$ cat src/rtl/bcd_digit_sender.sv
// bcd_digit_sender: sends a captured BCD code one digit at a time over valid/ready, with a seven-segment image of the digit on the link
module bcd_digit_sender #(
  parameter int NUM_DIGITS = 2,
  parameter int GAP_CYCLES = 3
) (
  input  logic                    clk,
  input  logic                    reset_n,
  input  logic                    start,
  input  logic [4*NUM_DIGITS-1:0] code,
  input  logic                    digit_ready,
  output logic                    digit_valid,
  output logic [3:0]              digit_data,
  output logic [2:0]              digit_idx,
  output logic                    busy,
  output logic                    done,
  output logic [6:0]              seg
);
  typedef enum logic [1:0] {IDLE, SEND, GAP, DONE} state_t;
  state_t state, state_n;
  logic [4*NUM_DIGITS-1:0] code_q, code_n, shifted;
  logic [2:0] idx, idx_n;
  logic [7:0] cnt, cnt_n;
  logic hs, last;
  assign shifted     = code_q >> (4 * idx);
  assign digit_valid = state == SEND;
  assign digit_data  = digit_valid ? shifted[3:0] : 4'd0;
  assign digit_idx   = idx;
  assign busy        = state == SEND || state == GAP;
  assign done        = state == DONE;
  assign hs          = digit_valid && digit_ready;
  assign last        = idx == 3'(NUM_DIGITS - 1);
  // state, captured code, digit index and gap counter registers
  always_ff @(posedge clk or negedge reset_n) begin
    if (!reset_n) begin
      state  <= IDLE;
      code_q <= '0;
      idx    <= '0;
      cnt    <= '0;
    end else begin
      state  <= state_n;
      code_q <= code_n;
      idx    <= idx_n;
      cnt    <= cnt_n;
    end
  end
  // next-state: capture on start, advance on handshake, hold off for the inter-digit gap
  always_comb begin
    state_n = state;
    code_n  = code_q;
    idx_n   = idx;
    cnt_n   = cnt;
    case (state)
      IDLE: if (start) begin
        state_n = SEND;
        code_n  = code;
        idx_n   = '0;
        cnt_n   = '0;
      end
      SEND: if (hs) begin
        if (last) state_n = DONE;
        else begin
          idx_n   = idx + 3'd1;
          state_n = GAP_CYCLES > 0 ? GAP : SEND;
        end
      end
      GAP: begin
        state_n = cnt == 8'(GAP_CYCLES - 1) ? SEND : GAP;
        cnt_n   = cnt == 8'(GAP_CYCLES - 1) ? 8'd0 : cnt + 8'd1;
      end
      DONE: begin
        state_n = IDLE;
        idx_n   = '0;
      end
    endcase
  end
  // active-low seven-segment decode, blank when idle or non-BCD
  always_comb begin
    seg = 7'h7f;
    if (digit_valid)
      case (digit_data)
        4'd0: seg = 7'h40;
        4'd1: seg = 7'h79;
        4'd2: seg = 7'h24;
        4'd3: seg = 7'h30;
        4'd4: seg = 7'h19;
        4'd5: seg = 7'h12;
        4'd6: seg = 7'h02;
        4'd7: seg = 7'h78;
        4'd8: seg = 7'h00;
        4'd9: seg = 7'h10;
        default: seg = 7'h7f;
      endcase
  end
endmodule

$ cat config.mk
export PLATFORM = sky130hd
export DESIGN_NAME = bcd_digit_sender
export DESIGN_NICKNAME = d
export VERILOG_FILES = /design/src/rtl/bcd_digit_sender.sv
export SDC_FILE = /design/constraint.sdc
export NUM_CORES = 1
export LEC_CHECK = 0
export ABC_AREA = 0
export CORE_AREA = 2 2 56 58
export CTS_CLUSTER_DIAMETER = 40
export DETAILED_ROUTE_END_ITERATION = 16
export DIE_AREA = 0 0 58 60
export PLACE_DENSITY_LB_ADDON = 0.2
export SETUP_SLACK_MARGIN = 0.05
export SLEW_MARGIN = 30
export SYNTH_ARGS = -nofsm -noshare
export SYNTH_HDL_FRONTEND = slang
export SYNTH_SLANG_ARGS = --single-unit
export TNS_END_PERCENT = 5
$ cat constraint.sdc
create_clock -name clk -period 3.2 [get_ports clk]
set_clock_uncertainty 0.15 [all_clocks]
set_input_delay 0.64 -clock clk [delete_from_list [all_inputs] [get_ports clk]]
set_output_delay 0.64 -clock clk [all_outputs]
set_load 0.03 [all_outputs]
; Word level (Yosys, flattened, before mapping)
; Memories as Yosys holds them, arrays and structs flattened.
; Cells that the tools add are included.
[op_classes]
mux = 14
n_reduce_logical = 9
shift = 1
eq_ne = 8
addsub = 2
[ops]
columns = operator, n
row1 = $mux W8, 2
row2 = $pmux W8 S2, 1
row3 = $mux W3, 3
row4 = $pmux W3 S3, 1
row5 = $add A8 B1 Y8 const B, 1
row6 = $eq A8 B2 Y1 const B, 1
row7 = $pmux W2 S4, 1
row8 = $shr A8 B5 Y4, 1
row9 = $mux W7, 1
row10 = $mux W2, 3
row11 = $reduce_and A2 Y1, 3
row12 = $eq A2 B2 Y1 const B, 2
row13 = $mux W4, 1
row14 = $ne A2 B2 Y1 const B, 2
row15 = $reduce_and A4 Y1, 1
row16 = $add A3 B1 Y3 const B, 1
row17 = $eq A3 B1 Y1 const B, 1
row18 = $reduce_bool A3 Y1, 1
row19 = $eq A2 B1 Y1 const B, 1
row20 = $logic_not A2 Y1, 1
row21 = $ne A2 B1 Y1 const B, 1
row22 = $reduce_bool A2 Y1, 1
row23 = $logic_and A1 B1 Y1, 1
row24 = $logic_or A1 B1 Y1, 1
row25 = $mux W1, 1
[word_totals]
ff_bits = 21
word_cells = 39
inputBits = 12
romBits = 112
n_memories = 1
output_inout_bits = 17
[memory_table]
columns = memory, words, width, read_ports, rd_ports_with_merged_regs, wr, line_no
row1 = (no name shown), 16, 7, 1, 0, 0, 80  ; case (digit_data)

; Logic depth before layout (Yosys ltp)
; Gate-level depths: netlist of run 1.
[depth]
ltp_word = 4
mapped_depth = 10
ltp_nobuf = 9

; Worst setup path before layout of run 1
; OpenSTA, ideal clock, no wires.
[synth_path]
path_kind = register -> output
startpoint = register state[1]
endpoint = output seg[3]
path_stages_with_launch = 10
required_time_ps = 2410
setup_slack_ps = -941
path_buffers = 1
t_arrival_ps = 3351
path_cell_list = dfrtp_1 > inv_1 > ha_1 > or3b_1 > buf_2 > nor2_1 > inv_1 > ha_1 > a21o_1 > o21ai_0
[synth_between]
elab_chain_cells = 4
[synth_rtl]
columns = item, line_no
row1 = start: declaration, 19  ; state_t state, state_n;
row2 = start signal: assignment, 40  ; state <= state_n;
row3 = $eq A2 B1 Y1, 25  ; assign digit_valid = state == SEND;
row4 = named net digit_valid, 11  ; output logic digit_valid,
row5 = $mux W4, 26  ; assign digit_data = digit_valid ? shifted[3:0] : 4'd0;
row6 = named net digit_data[0], 12  ; output logic [3:0] digit_data,
row7 = $mem_v2 Z16 W7, -
row8 = $mux W7, 79  ; if (digit_valid)
row9 = end: declaration, 16  ; output logic [6:0] seg
; The timed path passes the listed nets, and every way through them passes these cells.

; Worst setup path in the final report of run 1
[layout_path]
startpoint = register state[1]
endpoint = output seg[5]
[layout_between]
elab_chain_cells = 4
[layout_rtl]
columns = item, line_no
row1 = $eq A2 B1 Y1 (*), 25
row2 = $mux W4, 26
row3 = $mem_v2 Z16 W7, -
row4 = $mux W7 (*), 79
; Every way passes the cells marked *; elsewhere a longest branch is shown, timed or not.

==> results of run 1 <==
synth_stat cells, drive strengths merged (2+ instances only):
library cell	number	area share
o21ai	5	0.018
and3	2	0.0092
a21oi	6	0.022
o31ai	4	0.026
ha	14	0.13
or2	2	0.011
nand3	2	0.0074
nand2	8	0.022
xor2	4	0.026
mux2	10	0.083
nand4	3	0.014
nor3	4	0.015
inv	8	0.022
a21boi	2	0.014
nand2b	2	0.0092
nor2	9	0.027
mux2i	7	0.052
nor2b	4	0.018
dfrtp	21	0.39
a31oi	2	0.0092
sequential cells by signal, indices dropped and copies added (netlist names):
signal,cells
state,2
code_q,8
digit_idx,3
cnt,8
through the flow:
stage | util | total power [mW] | std cells | setup slack, ns
2_1_floorplan | - | 1.31 | 133 | -0.0341
3_3_place_gp | 0.632 | 1.71 | 207 | -0.0136
3_5_place_dp | 0.632 | 1.75 | 207 | -0.0933
4_1_cts | 0.648 | 1.90 | 211 | 0.0112
5_1_grt | 0.671 | 2.12 | 213 | -0.0679
6_report | 0.671 | 1.98 | 213 | 0.0111
worst paths after layout:
check,end,cells after the start,start
worst max register to register,digit_idx[0]$_DFFE_PN0P_,7,state[1]$_DFFE_PN0P_
worst min-delay path,digit_idx[2]$_DFFE_PN0P_,1,reset_n
max in group asynchronous,code_q[2]$_DFFE_PN0P_,1,reset_n
min in group clk,code_q[6]$_DFFE_PN0P_,1,code_q[6]$_DFFE_PN0P_
worst max-delay path,seg[5],9,state[1]$_DFFE_PN0P_
worst min register to register,code_q[6]$_DFFE_PN0P_,1,code_q[6]$_DFFE_PN0P_
metal layers:
| metal | vias to the layer above | track usage | part of all wire |
|---|---|---|---|
| li1 | 564 | - | - |
| met2 | 20 | 0.325 | 0.50 |
| met5 | - | 0 | 0 |
| met3 | 5 | 0.0325 | 0.034 |
| met1 | 532 | 0.228 | 0.45 |
| met4 | 0 | 0.0432 | 0.0087 |
final cells by class:
cell class / count / share of cell area
Multi-Input combinational cell: 101 / 0.464
Sequential cell: 21 / 0.270
Timing Repair Buffer: 45 / 0.210
Tap cell: 33 / 0.0212
Inverter: 9 / 0.0199
Clock buffer: 3 / 0.0116
Clock inverter: 1 / 0.00386
power by group:
| group | internal, mW | leakage [nW] | switching, mW | total (mW) |
|---|---|---|---|---|
| combinational | 0.651 | 0.607 | 0.772 | 1.42 |
| sequential | 0.355 | 0.269 | 0.0713 | 0.426 |
| clock | 0.0478 | 0.0139 | 0.0870 | 0.135 |
repair_timing:
action	CTS	global route
hold buffers	0	0
pin swaps	1	5
endpoints found under the setup margin	10	9
resized for setup	17	20
setup buffers	0	2
hold endpoints to repair	0	0
cell families after synthesis:
logic type / after synthesis / synth area share
adder cells (fa/ha/maj): 14 / 0.129
AND/OR/NAND/NOR: 41 / 0.163
XOR/XNOR: 4 / 0.0259
AO/OA/AOI/OAI: 25 / 0.127
multiplexers: 17 / 0.135
buffers and inverters: 11 / 0.0323
flip-flops: 21 / 0.388
==> flow_metrics.tcl, run 1 <==
set metrics [dict create \
    critPathTopFamily "simple AND/OR/NAND/NOR gates" \
    syn-cell-area_um2 1360 \
    clockBufferDepth 2 \
    rows 20 \
    finalInstanceArea_um2 1950 \
    fill_cells 245 \
    post-route-drc-count 0 \
    place_congestion 0.804 \
    clk-insertion-delay-late_ns 0.32 \
    fin_tns_setup_ns 0 \
    placed_area_um2 1840 \
    coreArea_um2 2900 \
    crit_path_frequent_cell "ha_4" \
    die_area_um2 3480 \
    ys_types 39 \
    post-route-min-period_ns 3.19 \
    synth-edff-count 0 \
    power_leakage_nw 0.890 \
    nets 207 \
    multi_input_area_um2 903 \
    final_common_cell "dfrtp_1" \
    grt_pass1_vias 1096 \
    cp-start-kind "flop" \
    slew_violations 0 \
    critical_path.endpoint_type "primary output" \
    cts_root_buf "clkbuf_4" \
    worstPathCellList "inv_2 -> ha_4 -> or3b_4 -> or2_4 -> buf_4 -> ha_4 -> and2_4 -> o31ai_4 -> buf_6" \
    die_h_um 60 \
    path_class "flop to primary output" \
    whs_ns 0.0990 \
    ios 29 \
    drt_iter0_drc 46 \
    antenna_found_initial 0 \
    diodes 0 \
    critPathRequiredTime_ns 2.41 \
    slowest_stage "dfrtp_1" \
    async_flop_share 1.00 \
    synthesis.nets 159 \
    cp.buffers_inverters 3 \
    drive_gt1_frac 0.356 \
    start_util 0.467 \
    dpl.hpwl_um 2310 \
    crit_fanout 3 \
    final_cell_mix "dfrtp_1 (21), clkdlybuf4s50_1 (16), buf_4 (16), mux2_2 (10), ha_1 (10)" \
    fmax_mhz 314 \
    status "finished, final reports clean" \
    drt-wirelength-per-cell_um 14.0 \
    grt_pass1_wl_um 4860 \
    min_path_type "primary input to asynchronous set/reset pin" \
    maxSlewHeadroom 0.645 \
    syn_to_final_growth_pct 43.7 \
    grt_use_total 0.182 \
    path_clk_slew_ns 0.12 \
    slowest_delay_ns 0.41 \
    synth-seq-cells 21 \
    synth_ff_type "dfrtp_1" \
    cap_violations 0 \
    synth_seq_area_share 0.388 \
    fin_crit_sh 0.997 \
    synth_warnings 0 \
    worstMarginPinSlew_ns 0.533 \
    regArea_um2 526 \
    hold_viol 0 \
    rsz0062_at_grt "yes" \
    via_per_inst 5.26 \
    cts_sinks 21 \
    avgSynthCellArea_um2 10.2 \
    cts_buffers 3 \
    port_buffers 28 \
    via_count 1121 \
    r2r_setup_slack_ns 1.00 \
    drtPass1Iterations 4 \
    htreeDepth 1 \
    overflow 0 \
    cts_tree "done" \
    synth_cells 133 \
    grt_max_degree 22 \
    wl_um 2990 \
    peakVddDrop_mv 0.764 \
    crit_arrival_ns 2.40 \
    finalSetupViolCount 0 \
    p_per_area_nw_per_um2 1020 \
    ant_nets 0 \
    die_x_um 58 \
]
Note: power is estimated with default switching activity, not from simulation.
==> inputs of run 2 (changes only) <==
- ABC_AREA: 0 -> not set
==> results of run 2 <==
Same layout as run 1: the final DEF is identical, and so are final timing and power.
==> inputs of run 3 (changes only) <==
- GPL_TIMING_DRIVEN: not set -> 1
==> results of run 3 <==
Same layout as run 1: the final DEF is identical, and so are final timing and power.
